===== src/rtl/decoder_stream.sv =====
// decoder_stream: registered binary-to-one-hot / thermometer line decoder
// with valid/ready flow control, out-of-range detection and a saturating
// error counter. A single output register stage gives latency 1 and full
// throughput when the downstream consumer never stalls.
module decoder_stream #(
  parameter int N_OUT = 12,
  parameter int IN_W  = 4,
  parameter int CNT_W = 8
) (
  input  logic             clk,
  input  logic             rst_n,
  input  logic             in_valid,
  output logic             in_ready,
  input  logic [IN_W-1:0]  in_code,
  input  logic             in_mode,
  output logic             out_valid,
  input  logic             out_ready,
  output logic [N_OUT-1:0] out_data,
  output logic             out_err,
  input  logic             err_clr,
  output logic [CNT_W-1:0] err_count
);

  // Parameter legality: the code must be able to address every output line,
  // and the output width is bounded to the supported range.
  if ((N_OUT < 2) || (N_OUT > 64)) begin : g_bad_n_out
    $fatal(1, "decoder_stream: N_OUT must lie in 2..64");
  end
  if ((2 ** IN_W) < N_OUT) begin : g_bad_in_w
    $fatal(1, "decoder_stream: 2**IN_W must be >= N_OUT");
  end
  if (CNT_W < 1) begin : g_bad_cnt_w
    $fatal(1, "decoder_stream: CNT_W must be at least 1");
  end

  // One extra bit lets N_OUT itself be represented when N_OUT == 2**IN_W,
  // so the range test below is well defined for every legal parameter set.
  localparam int                EXT_W   = IN_W + 1;
  localparam logic [EXT_W-1:0]  N_LIMIT = EXT_W'(N_OUT);
  localparam logic [CNT_W-1:0]  CNT_MAX = '1;

  logic [EXT_W-1:0] code_ext;
  logic             in_range;
  logic             accept;
  logic             err_event;
  logic [N_OUT-1:0] dec_onehot;
  logic [N_OUT-1:0] dec_therm;
  logic [N_OUT-1:0] dec_next;

  assign code_ext = {1'b0, in_code};

  // The output register can take a new code when it is empty or being drained.
  assign in_ready = !out_valid || out_ready;
  assign accept   = in_valid && in_ready;

  // Range test; with a full-width code space this is constantly true.
  assign in_range  = (code_ext < N_LIMIT);
  assign err_event = accept && !in_range;

  // Build both decodings of the incoming code in parallel.
  always_comb begin
    dec_onehot = '0;
    dec_therm  = '0;
    for (int i = 0; i < N_OUT; i++) begin
      dec_onehot[i] = (code_ext == EXT_W'(i));
      dec_therm[i]  = (code_ext >= EXT_W'(i));
    end
  end

  // Pick the decoding for the requested mode; out-of-range codes give zero.
  always_comb begin
    dec_next = '0;
    if (in_range) begin
      dec_next = in_mode ? dec_therm : dec_onehot;
    end
  end

  // Output register: load on accept, drop valid on a consume without refill,
  // and hold everything while the downstream stalls.
  always_ff @(posedge clk or negedge rst_n) begin
    if (!rst_n) begin
      out_valid <= 1'b0;
      out_data  <= '0;
      out_err   <= 1'b0;
    end else if (accept) begin
      out_valid <= 1'b1;
      out_data  <= dec_next;
      out_err   <= !in_range;
    end else if (out_ready) begin
      out_valid <= 1'b0;
    end
  end

  // Saturating error counter; a clear coincident with an error keeps that error.
  always_ff @(posedge clk or negedge rst_n) begin
    if (!rst_n) begin
      err_count <= '0;
    end else if (err_clr) begin
      err_count <= err_event ? CNT_W'(1) : '0;
    end else if (err_event && (err_count != CNT_MAX)) begin
      err_count <= err_count + CNT_W'(1);
    end
  end

endmodule


===== config.mk =====
export PLATFORM = sky130hd
export DESIGN_NAME = decoder_stream
export DESIGN_NICKNAME = d
export VERILOG_FILES = /design/src/rtl/decoder_stream.sv
export SDC_FILE = /design/constraint.sdc
export NUM_CORES = 1
export LEC_CHECK = 0
export BUFFER_PORTS_ARGS = -buffer_cell sky130_fd_sc_hd__buf_2
export CAP_MARGIN = 10
export CELL_PAD_IN_SITES_DETAIL_PLACEMENT = 1
export CELL_PAD_IN_SITES_GLOBAL_PLACEMENT = 2
export CORE_MARGIN = 2
export CORE_UTILIZATION = 26
export CTS_BUF_LIST = sky130_fd_sc_hd__clkbuf_4 sky130_fd_sc_hd__clkbuf_8 sky130_fd_sc_hd__clkbuf_16
export DETAILED_ROUTE_END_ITERATION = 7
export PLACE_DENSITY = 0.77
export SLEW_MARGIN = 20
export SYNTH_ARGS = -nofsm -noshare
export SYNTH_HDL_FRONTEND = slang
export SYNTH_SLANG_ARGS = --single-unit

===== constraint.sdc =====
create_clock -name clk -period 1.7 [get_ports clk]
set_clock_uncertainty 0.15 [all_clocks]
set_input_delay 0.17 -clock clk [delete_from_list [all_inputs] [get_ports clk]]
set_output_delay 0.17 -clock clk [all_outputs]
set_load 0.1 [all_outputs]

Word level (Yosys, flattened, before mapping)
Cells that the tools add are included.
- multiplexer cells: 7
- add/subtract/negate cells: 1
- reductions and logical operators: 9
- equal/unequal tests: 12
- $lt $le $gt $ge: 13
- operators by type and width (operator ; count):
    12-bit 2-to-1 mux ; 2
    4-bit by 3-bit equality test with 1-bit output (second input constant) ; 4
    4-bit equality test (second input constant) ; 4
    4-bit by 3-bit greater-or-equal comparator with 1-bit output (second input constant) ; 4
    4-bit greater-or-equal comparator (second input constant) ; 4
    8-bit 2-to-1 mux ; 2
    8-bit by 1-bit adder with 8-bit output (second input constant) ; 1
    4-bit by 2-bit equality test with 1-bit output (second input constant) ; 2
    4-bit by 1-bit greater-or-equal comparator with 1-bit output (second input constant) ; 2
    4-bit by 2-bit greater-or-equal comparator with 1-bit output (second input constant) ; 2
    8-bit inequality test (second input constant) ; 1
    5-bit logical NOT ; 1
    4-bit by 1-bit equality test with 1-bit output (second input constant) ; 1
    4-bit less-than comparator (second input constant) ; 1
    2-bit nonzero test ; 2
    1-bit logical AND ; 3
    1-bit 2-to-1 mux ; 3
    1-bit logical NOT ; 2
    1-bit logical OR ; 1
- bits in registers: 22
- output and inout bits: 23

Longest topological paths before layout
Gate-level depths: netlist of the first run.
- depth after elaboration: 7
- gate-level depth with buffers: 6
- gate-level depth less buffers: 5

Worst setup path after synthesis of the first run
No wires, ideal clock.
- kind: register -> register
- start: register out_valid
- end: register out_data[0]
- cell stages (with the launch flop): 7
- clock period less this slack: 2.436 ns
- required time: 1.455 ns
- library setup time: 0.095 ns
- slack: -0.736 ns
- data arrival time: 2.191 ns
- cells stage by stage: dfrtp_1 nor2b_1 inv_2 nand2_1 clkbuf_1 nand2_1 o31ai_1
- cells in the longest elaborated chain, start to end: 3
- ends and longest elaborated chain (element ; RTL line ; text):
    start, declared ; 16 ; output logic out_valid,
    start signal, assigned ; 82 ; out_valid <= 1'b0;
    start signal, assigned ; 86 ; out_valid <= 1'b1;
    start signal, assigned ; 90 ; out_valid <= 1'b0;
    1-bit logical NOT ; 53 ; assign in_ready = !out_valid || out_ready;
    1-bit logical OR ; 53 ;
    named net in_ready ; 13 ; output logic in_ready,
    1-bit logical AND ; 54 ; assign accept = in_valid && in_ready;
    end signal, assigned ; 87 ; out_data <= dec_next;
    end, declared ; 18 ; output logic [N_OUT-1:0] out_data,
The timed path passes the listed nets, and every way through them passes these cells.
A chain may end at the register's enable or synchronous reset.

Worst setup path in the final report of the first run
- start: register out_valid
- end: register err_count[4]
- cells in the longest elaborated chain, start to end: 6
- ends and longest elaborated chain (element ; RTL line ; text):
    1-bit logical NOT ; 53 ;
    1-bit logical OR ; 53 ;
    1-bit logical AND ; 54 ;
    1-bit logical AND ; 58 ; assign err_event = accept && !in_range;
    1-bit logical AND ; 100 ; end else if (err_event && (err_count != CNT_MAX)) begin
    2-bit nonzero test (no line) ; -- ;
    end signal, assigned ; 99 ; err_count <= err_event ? CNT_W'(1) : '0;
    end signal, assigned ; 101 ; err_count <= err_count + CNT_W'(1);
    end, declared ; 21 ; output logic [CNT_W-1:0] err_count
No other way between the ends.

==> results of run 1 <==
## power groups by stage
stage	combinational [mW]	sequential (mW)	clock, mW
floorplan	0.102	0.863	0
global placement	0.477	0.590	0
detailed placement	0.484	0.593	0
CTS	0.487	0.583	0.397
global route	0.511	0.588	0.420
finish	0.486	0.582	0.379
## flip-flops by register name (all words and copies together) (netlist names)
| register | cells |
|---|---|
| out_valid | 1 |
| out_err | 1 |
| err_count | 8 |
| out_data | 12 |
## cells by family (layout without fill, tap and decap cells)
group / Yosys count / after routing
buf+inv: 11 / 53
flops: 22 / 22
simple gates: 54 / 54
fa+ha+maj: 1 / 1
compound gates: 39 / 39
mux: 1 / 1
## worst min-delay path by stage
stage                     startpoint      endpoint  slack, ns  cells past startpoint
after floorplan                rst_n  err_count[2]      -0.28                      0
after global placement         rst_n  err_count[6]       0.02                      1
after detailed placement       rst_n  err_count[6]       0.03                      1
after CTS                    err_clr  err_count[4]       0.02                      2
after global routing         err_clr  err_count[4]       0.03                      2
final                        err_clr  err_count[4]       0.04                      2
## cell type report
cell class | count | area (um^2) | area share
multi-input cells | 95 | 576.8 | 0.3712
inverters | 4 | 17.52 | 0.01127
flip-flops and latches | 22 | 566.8 | 0.3647
well taps | 50 | 62.56 | 0.04026
repair buffers | 45 | 275.3 | 0.1771
clock buffers | 4 | 55.05 | 0.03543
## stage by stage
step | TNS [ns] | hold WS [ns] | power (mW) | setup WS, ns
2_1_floorplan | -2.025 | -0.2756 | 0.9642 | -0.2752
3_3_place_gp | -0.04313 | 0.02104 | 1.068 | -0.04313
3_5_place_dp | -0.1344 | 0.03147 | 1.077 | -0.08181
4_1_cts | -0.1649 | 0.02494 | 1.466 | -0.1010
5_1_grt | -0.2455 | 0.03468 | 1.519 | -0.1425
6_report | -0.1193 | 0.03706 | 1.447 | -0.1131
## routing by layer
metal,vias up,global-route usage,part of all wire,wire length (um)
met3,6,0.04185,0.049,161
met1,547,0.1643,0.43,1414
met2,28,0.2413,0.51,1664
met5,-,0,0,0
met4,0,0.04274,0.014,46
li1,538,-,-,-
## synth_stat cells, types with 2 or more instances
master / count / area [um^2]
nand2_1: 23 / 86.33
o31ai_1: 4 / 30.03
dfrtp_1: 22 / 550.5
inv_1: 2 / 7.510
nor3_1: 2 / 10.01
inv_2: 2 / 7.510
nand4_1: 2 / 12.51
clkbuf_1: 4 / 15.01
and3_1: 2 / 12.51
or3b_1: 2 / 17.52
nand3_1: 5 / 25.02
nand2b_1: 4 / 25.02
o21ai_0: 10 / 50.05
nor2_1: 7 / 26.28
o21a_1: 3 / 22.52
o21ai_1: 3 / 15.01
a211oi_1: 2 / 15.01
a311oi_1: 2 / 17.52
a21oi_1: 7 / 35.03
nor2b_1: 3 / 18.77
a31oi_1: 5 / 31.28
## critical path, stage by stage, from the launching register on
cell,delay (ns)
dfrtp_4,0.48
nor2b_4,0.13
or3_4,0.36
or4_4,0.49
a21oi_2,0.13
## timing repair
action,in CTS,in global routing
hold buffers,1,0
setup buffers,0,1
pin swaps,1,2
endpoints found under the hold margin,22,0
resized for setup,0,6
endpoints found under the setup margin,4,6
## layout by cell type (no fill, tap or decap), types with 2 or more instances in the layout
master / instances
a211oi_1: 2
a21oi_1: 6
a311oi_1: 2
a31oi_1: 5
and3_1: 2
buf_2: 31
buf_4: 12
clkbuf_8: 4
dfrtp_1: 15
dfrtp_2: 4
dfrtp_4: 3
inv_1: 2
nand2_1: 23
nand2b_1: 4
nand3_1: 5
nand4_1: 2
nor2_1: 7
nor2b_1: 2
o21a_1: 3
o21ai_0: 10
o21ai_1: 3
o31ai_1: 3
or3b_1: 2
==> metrics.txt, run 1 <==
final hold viol count=0; Clock Sinks=22; reg2reg start=out_valid; R2R depth=4; vias in the first global route=1245; Fillers=509; gr usage total=0.1390; Hold WC Path Type=in2reg; share of cells above drive strength 1=0.3882; core area=4086 um^2; final setup vio count=2; Internal=0.8575 mW; largest family of logic cells by synthesized area=simple AND/OR/NAND/NOR gates; GP Congestion=0.7647; Crit. End Element=register; Row Count=23; failing checks=negative setup slack; vias per cell=5.086; worst-margin pin slew=0.5197 ns; placed cells=214; proportion of synthesized area in mux cells=0.008840; minimum clock period=1.813 ns; worst setup margin=-0.1131 ns; initial core utilization=0.2771; Post-Synthesis Cells=128; Comb power frac=0.336; Post-route DRC=0; crit path DAT=1.86 ns; Critical Setup Path Class=reg2reg; H-tree levels=1; syn avg cell area=8.846 um^2; Post-synth EDFFs=0; post-synthesis simple-gate area fraction=0.2398; NetSw=0.5896 mW; Die H=70.00 um; CTS Buf Count=3; Compound-Gate Fraction of Synth Area=0.2133; TritonCTS clock tree=done; post-synth cell types=33; FF-to-FF setup slack=-0.11 ns; Clk pwr share=0.262; Post-Route WL=3287 um; clock latency on the worst-skew pair=0.26 ns; CTS clock-pin slew for the worst setup and hold paths=0.08 ns; slew margin rel.=0.6535; Max Fclk=0.5515 GHz; Seq pwr share=0.402; WP data required=1.74 ns; Top FF cell, synth=dfrtp_1; Detail Route Antenna Nets=0; die area=4899 um^2; DR WL/cell=14.94 um; Area Growth Syn to Fin=37.24%; Switching Fraction=0.4074; total gr overflow=0; RSZ-0062 raised after global routing=true; Vias=1119; dpl hpwl=2485 um; PD cells=931.2 nW/um^2; sequential-to-total area share from yosys stat=0.4862; Worst R2R End=err_count[4]; yosys warns=0; worst vdd ir=0.4830 mV; IO Count=33; largest net degree at the start of global routing=23; die width=70.00 um; initial antenna violation count=0; first-pass GRT wire length=5526 um; crit start category=register; Post-Layout Cell Count=220; outcome=finished, violations left; n_diodes=0; Finished Cell Area=1554 um^2; Longest Clk Path Bufs=2; fin nets=182; critical path capture point=err_count[4]; synthesized area=1132 um^2; adder-cell share of the synthesized area=0.01105; Final period util=1.067; Leak Pwr=0.7271 nW; Final Max Slew Viols=0; initial DRC count=30; PortBufs=32; Crit Path Max Fanout=2; XOR/XNOR share of the synthesized area=0; Seq cells post-synth=22; Final Core Density=0.3803; DR pass1 iterations=4; Placed Instance Area=1448 um^2; ys async rst share=1.000; Critical Path Source=out_valid; Max-cap violations=0; syn nets=139; Root Driver=clkbuf_8
Note: power is estimated with default switching activity, not from simulation.
==> run 2, diff against run 1 <==
--- a/config.mk
+++ b/config.mk
@@ -13,7 +13,7 @@
 export CORE_UTILIZATION = 26
 export CTS_BUF_LIST = sky130_fd_sc_hd__clkbuf_4 sky130_fd_sc_hd__clkbuf_8 sky130_fd_sc_hd__clkbuf_16
 export DETAILED_ROUTE_END_ITERATION = 7
-export PLACE_DENSITY = 0.77
+export PLACE_DENSITY = 0.82
 export SLEW_MARGIN = 20
 export SYNTH_ARGS = -nofsm -noshare
 export SYNTH_HDL_FRONTEND = slang
==> run 2 against run 1 <==
  * The flow still finishes with violations (negative setup slack)
  * Die area unchanged
  * Fmax is 0.51% higher
  * Total power up 0.51%
  * Clock power up 2%
  * Utilization increased by 0.12 points
  * First-iteration DRC count fell by 20%
  * Critical path depth is the same
  * Combinational power hardly changed
  * Worst setup slack better by 0.0093 ns
  * Register-to-register slack hardly changed
  * Highest routed layer is now met3
==> metrics.txt, run 2 (synthesis gave the netlist of run 1 again) <==
outcome=finished, violations left; failing checks=negative setup slack; commonest non-fill, non-tap cell in the layout=buf_2; fin nets=182; core area=4086 um^2; dpl hpwl=2465 um; share of cells above drive strength 1=0.4000; vias in the first global route=1183; RSZ-0062 raised after global routing=true; H-tree levels=1; Post-route DRC=0; initial core utilization=0.2771; total negative slack=-0.1038 ns; WP data required=1.75 ns; Hold WC Path Type=in2reg; die area=4899 um^2; Detail Route Antenna Nets=0; total gr overflow=0; CTS clock-pin slew for the worst setup and hold paths=0.08 ns; Final Max Slew Viols=0; PortBufs=32; largest reg by FF count=out_data; Critical Setup Path Class=reg2reg; minimum clock period=1.804 ns; Regs by FF count=out_data x12, err_count x8; Clock Sinks=22; Crit. End Element=register; final setup vio count=1; n_diodes=0; commonest non-fill, non-tap cells in the layout=buf_2, nand2_1, dfrtp_1; initial antenna violation count=0; worst-margin pin slew=0.5069 ns; final hold viol count=0; Vias=1111; Row Count=23; Final Core Density=0.3815; Longest Clk Path Bufs=2; worst vdd ir=0.5279 mV; DR WL/cell=14.66 um; PD cells=933.0 nW/um^2; clock latency on the worst-skew pair=0.26 ns; DR pass1 iterations=4; largest net degree at the start of global routing=23; first-pass GRT wire length=5533 um; Post-Route WL=3225 um; Crit Path Max Fanout=2; Largest register FFs=12; die width=70.00 um; slew margin rel.=0.6621; CTS Buf Count=3; IO Count=33; vias per cell=5.050; crit start category=register; worst setup margin=-0.1038 ns; TritonCTS clock tree=done; initial DRC count=24; Max-cap violations=0; GP Congestion=0.7782; Leak Pwr=0.7322 nW; Area Growth Syn to Fin=37.68%; Die H=70.00 um; Final period util=1.061; gr usage total=0.1382; Root Driver=clkbuf_8; crit path DAT=1.85 ns; Max Fclk=0.5544 GHz
-- run 2: cell counts in the layout (fill, tap and decap cells not counted) --
No cell type changed its count.
-- run 2: final timing paths --
| path | end | slack, ns | cells after the start | from |
|---|---|---|---|---|
| max | err_count[4] | -0.10 | 4 | out_valid |
| min in group asynchronous | err_count[7] | 0.25 | 2 | rst_n |
| max in group asynchronous | out_valid | 0.76 | 2 | rst_n |
| max reg2reg | err_count[4] | -0.10 | 4 | out_valid |
| min reg2reg | out_data[10] | 0.34 | 2 | out_data[10] |
| min | err_count[4] | 0.03 | 2 | err_clr |
-- run 2: metrics by stage --
step | worst slack, ns | cell area [um^2] | hold WS (ns) | cells | power (mW)
final | -0.1038 | 1559 | 0.02795 | 220 | 1.455
after floorplan | -0.2752 | 1161 | -0.2756 | 128 | 0.9642
after global placement | -0.04097 | 1440 | 0.01418 | 213 | 1.064
after detailed placement | -0.09479 | 1440 | 0.03083 | 213 | 1.075
after CTS | -0.1125 | 1521 | 0.03673 | 219 | 1.468
after global routing | -0.1694 | 1559 | 0.03551 | 220 | 1.521
-- run 2: cell type report --
| type | instances | area (um^2) |
|---|---|---|
| Clock buffer | 4 | 55.05 |
| Fill cell | 497 | 2527 |
| Inverter | 4 | 17.52 |
| Multi-Input combinational cell | 95 | 581.8 |
| Sequential cell | 22 | 566.8 |
| Tap cell | 50 | 62.56 |
| Timing Repair Buffer | 45 | 275.3 |
-- run 2: metal layers --
metal	GRT usage	vias up	share of wire	wire length [um]
met5	0	-	0	0
met1	0.1607	541	0.44	1422
met4	0.01282	0	0	0
met3	0.04473	0	0.051	166
li1	-	542	-	-
met2	0.2550	28	0.51	1635
-- run 2: worst max-delay path, stage by stage, from the launching register on --
cell and delay (ns):
dfrtp_4 0.48, nor2b_4 0.13, or3_4 0.36, or4_4 0.48
a21oi_2 0.13
-- run 2: report_power, final --
part | internal, mW | switching [mW]
combinational | 0.0879 | 0.397
sequential | 0.562 | 0.0209
clock | 0.207 | 0.180
-- run 2: repair_timing --
| item | in CTS | in global routing |
|---|---|---|
| endpoints found under the setup margin | 2 | 9 |
| gates cloned | 0 | 0 |
| gates resized for setup | 1 | 7 |
| pin swaps | 0 | 2 |
| buffers inserted | 1 | 1 |
| hold buffers | 1 | 0 |
| endpoints found under the hold margin | 22 | 0 |
==> run 3, diff against run 2 <==
--- a/config.mk
+++ b/config.mk
@@ -10,10 +10,10 @@
 export CELL_PAD_IN_SITES_DETAIL_PLACEMENT = 1
 export CELL_PAD_IN_SITES_GLOBAL_PLACEMENT = 2
 export CORE_MARGIN = 2
-export CORE_UTILIZATION = 26
-export CTS_BUF_LIST = sky130_fd_sc_hd__clkbuf_4 sky130_fd_sc_hd__clkbuf_8 sky130_fd_sc_hd__clkbuf_16
+export CORE_UTILIZATION = 28
+export CTS_BUF_LIST = sky130_fd_sc_hd__clkbuf_8
 export DETAILED_ROUTE_END_ITERATION = 7
-export PLACE_DENSITY = 0.82
+export PLACE_DENSITY = 0.87
 export SLEW_MARGIN = 20
 export SYNTH_ARGS = -nofsm -noshare
 export SYNTH_HDL_FRONTEND = slang
==> constraint.sdc (replaced) <==
create_clock -name clk -period 1.7 [get_ports clk]
set_clock_uncertainty 0.15 [all_clocks]
set_input_delay 0 -clock clk [delete_from_list [all_inputs] [get_ports clk]]
set_output_delay 0 -clock clk [all_outputs]
set_load 0.1 [all_outputs]
==> run 3 against run 2 <==
  * Clock power up 27%
  * Cell count rose by 0.45%
  * Critical path type unchanged
  * Flip-flop and latch count did not move
  * Wire length fell by 4.4%
  * Utilization grew 1.6 points
  * Sequential power barely moved
  * The run still ends with negative setup slack left
  * Non-clock buffer count up 1
  * Via count grew 1.9%
  * Design area is 0.56% higher
  * Critical endpoint unchanged
==> metrics.txt, run 3 (synthesis gave the netlist of run 1 again) <==
Post-Layout Cell Count=221; Comb power frac=0.308; initial core utilization=0.2872; total gr overflow=0; share of cells above drive strength 1=0.3567; Internal=0.9627 mW; Critical Setup Path Class=reg2reg; dpl hpwl=2425 um; Post-Route WL=3084 um; largest net degree at the start of global routing=23; reg2reg start=out_valid; minimum clock period=1.822 ns; die width=67.59 um; final setup vio count=1; PD cells=991.9 nW/um^2; core area=3943 um^2; Worst R2R End=err_count[4]; IO Count=33; Max Fclk=0.5488 GHz; Root Driver=clkbuf_8; Final Max Slew Viols=0; Leak Pwr=0.7303 nW; Detail Route Antenna Nets=0; crit path DAT=1.87 ns; placed cells=211; CTS Buf Count=3; GP Congestion=0.8042; Max-cap violations=0; Area Growth Syn to Fin=38.45%; Final period util=1.072; CTS clock-pin slew for the worst setup and hold paths=0.09 ns; Fillers=472; post-CTS setup repair buffer count=0; fin nets=183; largest reg by FF count=out_data; Die H=67.59 um; initial antenna violation count=0; commonest non-fill, non-tap cells in the layout=buf_2, nand2_1, dfrtp_1; gr usage total=0.1481; failing checks=negative setup slack; slew margin rel.=0.6647; Row Count=23; TritonCTS clock tree=done; clock latency on the worst-skew pair=0.27 ns; Clock Sinks=22; PortBufs=32; Switching Fraction=0.3810; worst-margin pin slew=0.5030 ns; Hold Crit Depth=4; area of the multi-input gates=566.8 um^2; vias per cell=5.122; Hold WC Path Type=in2reg; Min-Delay Endpoint=out_data[2]; die area=4568 um^2; Clk pwr share=0.317; NetSw=0.5924 mW; commonest non-fill, non-tap cell in the layout=buf_2; Final Core Density=0.3977; final hold viol count=0; crit start category=register; R2R depth=4; outcome=finished, violations left; initial DRC count=24; register area=566.8 um^2; Crit Path Max Fanout=2; DR WL/cell=13.95 um; Design Power=1.555 mW; Largest register FFs=12; FF-to-FF setup slack=-0.12 ns; Longest Clk Path Bufs=2; hold wc startpoint=in_code[3]; DR pass1 iterations=2; first-pass GRT wire length=5050 um; vias in the first global route=1121; hold_ws=0.009018 ns; WP data required=1.75 ns; Vias=1132; Crit. End Element=register; worst vdd ir=0.3696 mV; total negative slack=-0.1221 ns; Seq pwr share=0.375; Post-route DRC=0; Regs by FF count=out_data x12, err_count x8; H-tree levels=1; n_diodes=0; worst setup margin=-0.1221 ns; RSZ-0062 raised after global routing=true
run 3: final cells by class:
class                      count  area share
clock buffer                   3     0.02634
inverter                       4     0.01117
clock inverter                 1     0.01915
tap                           50     0.03990
sequential                    22      0.3615
timing repair buffer          46      0.1804
multi-input combinational     95      0.3615
run 3: power groups by stage:
stage                     clock (mW)  combinational (mW)  sequential (mW)
after floorplan                    0               0.102            0.863
after global placement             0               0.463            0.591
after CTS                      0.515               0.484            0.584
after global routing           0.538               0.505            0.588
final                          0.493               0.479            0.583
after detailed placement           0               0.472            0.594
run 3: worst max-delay path: stages, from the launching register on:
cell and delay [ns]:
dfrtp_4 0.48, nor2b_4 0.13, or3_4 0.36, or4_4 0.49, a21oi_2 0.14
run 3: repair_timing:
item                                    CTS  global route
hold buffers                              6             0
endpoints found under the setup margin    2             7
cloned                                    0             0
gates resized for setup                   1             5
pin swaps                                 0             4
endpoints found under the hold margin    35             0
run 3: worst max path at each step:
stage | from | endpoint | slack, ns | cells after the start
6_report | out_valid | err_count[4] | -0.12 | 4
5_1_grt | out_valid | err_count[4] | -0.18 | 4
4_1_cts | out_valid | err_count[4] | -0.13 | 4
3_5_place_dp | out_valid | err_count[4] | -0.11 | 4
3_3_place_gp | out_valid | err_count[4] | -0.04 | 4
2_1_floorplan | out_valid | err_count[4] | -0.28 | 4
run 3: metrics by stage:
stage	area, um^2	worst slack, ns
3_5_place_dp	1410	-0.1060
2_1_floorplan	1161	-0.2752
3_3_place_gp	1410	-0.04063
6_report	1568	-0.1221
4_1_cts	1550	-0.1304
5_1_grt	1568	-0.1834
run 3: per-layer routing:
| metal | routed length, um | global-route usage |
|---|---|---|
| met2 | 1548 | 0.2684 |
| met1 | 1354 | 0.1786 |
| met3 | 164 | 0.03167 |
| met5 | 0 | 0 |
| met4 | 15 | 0.03061 |
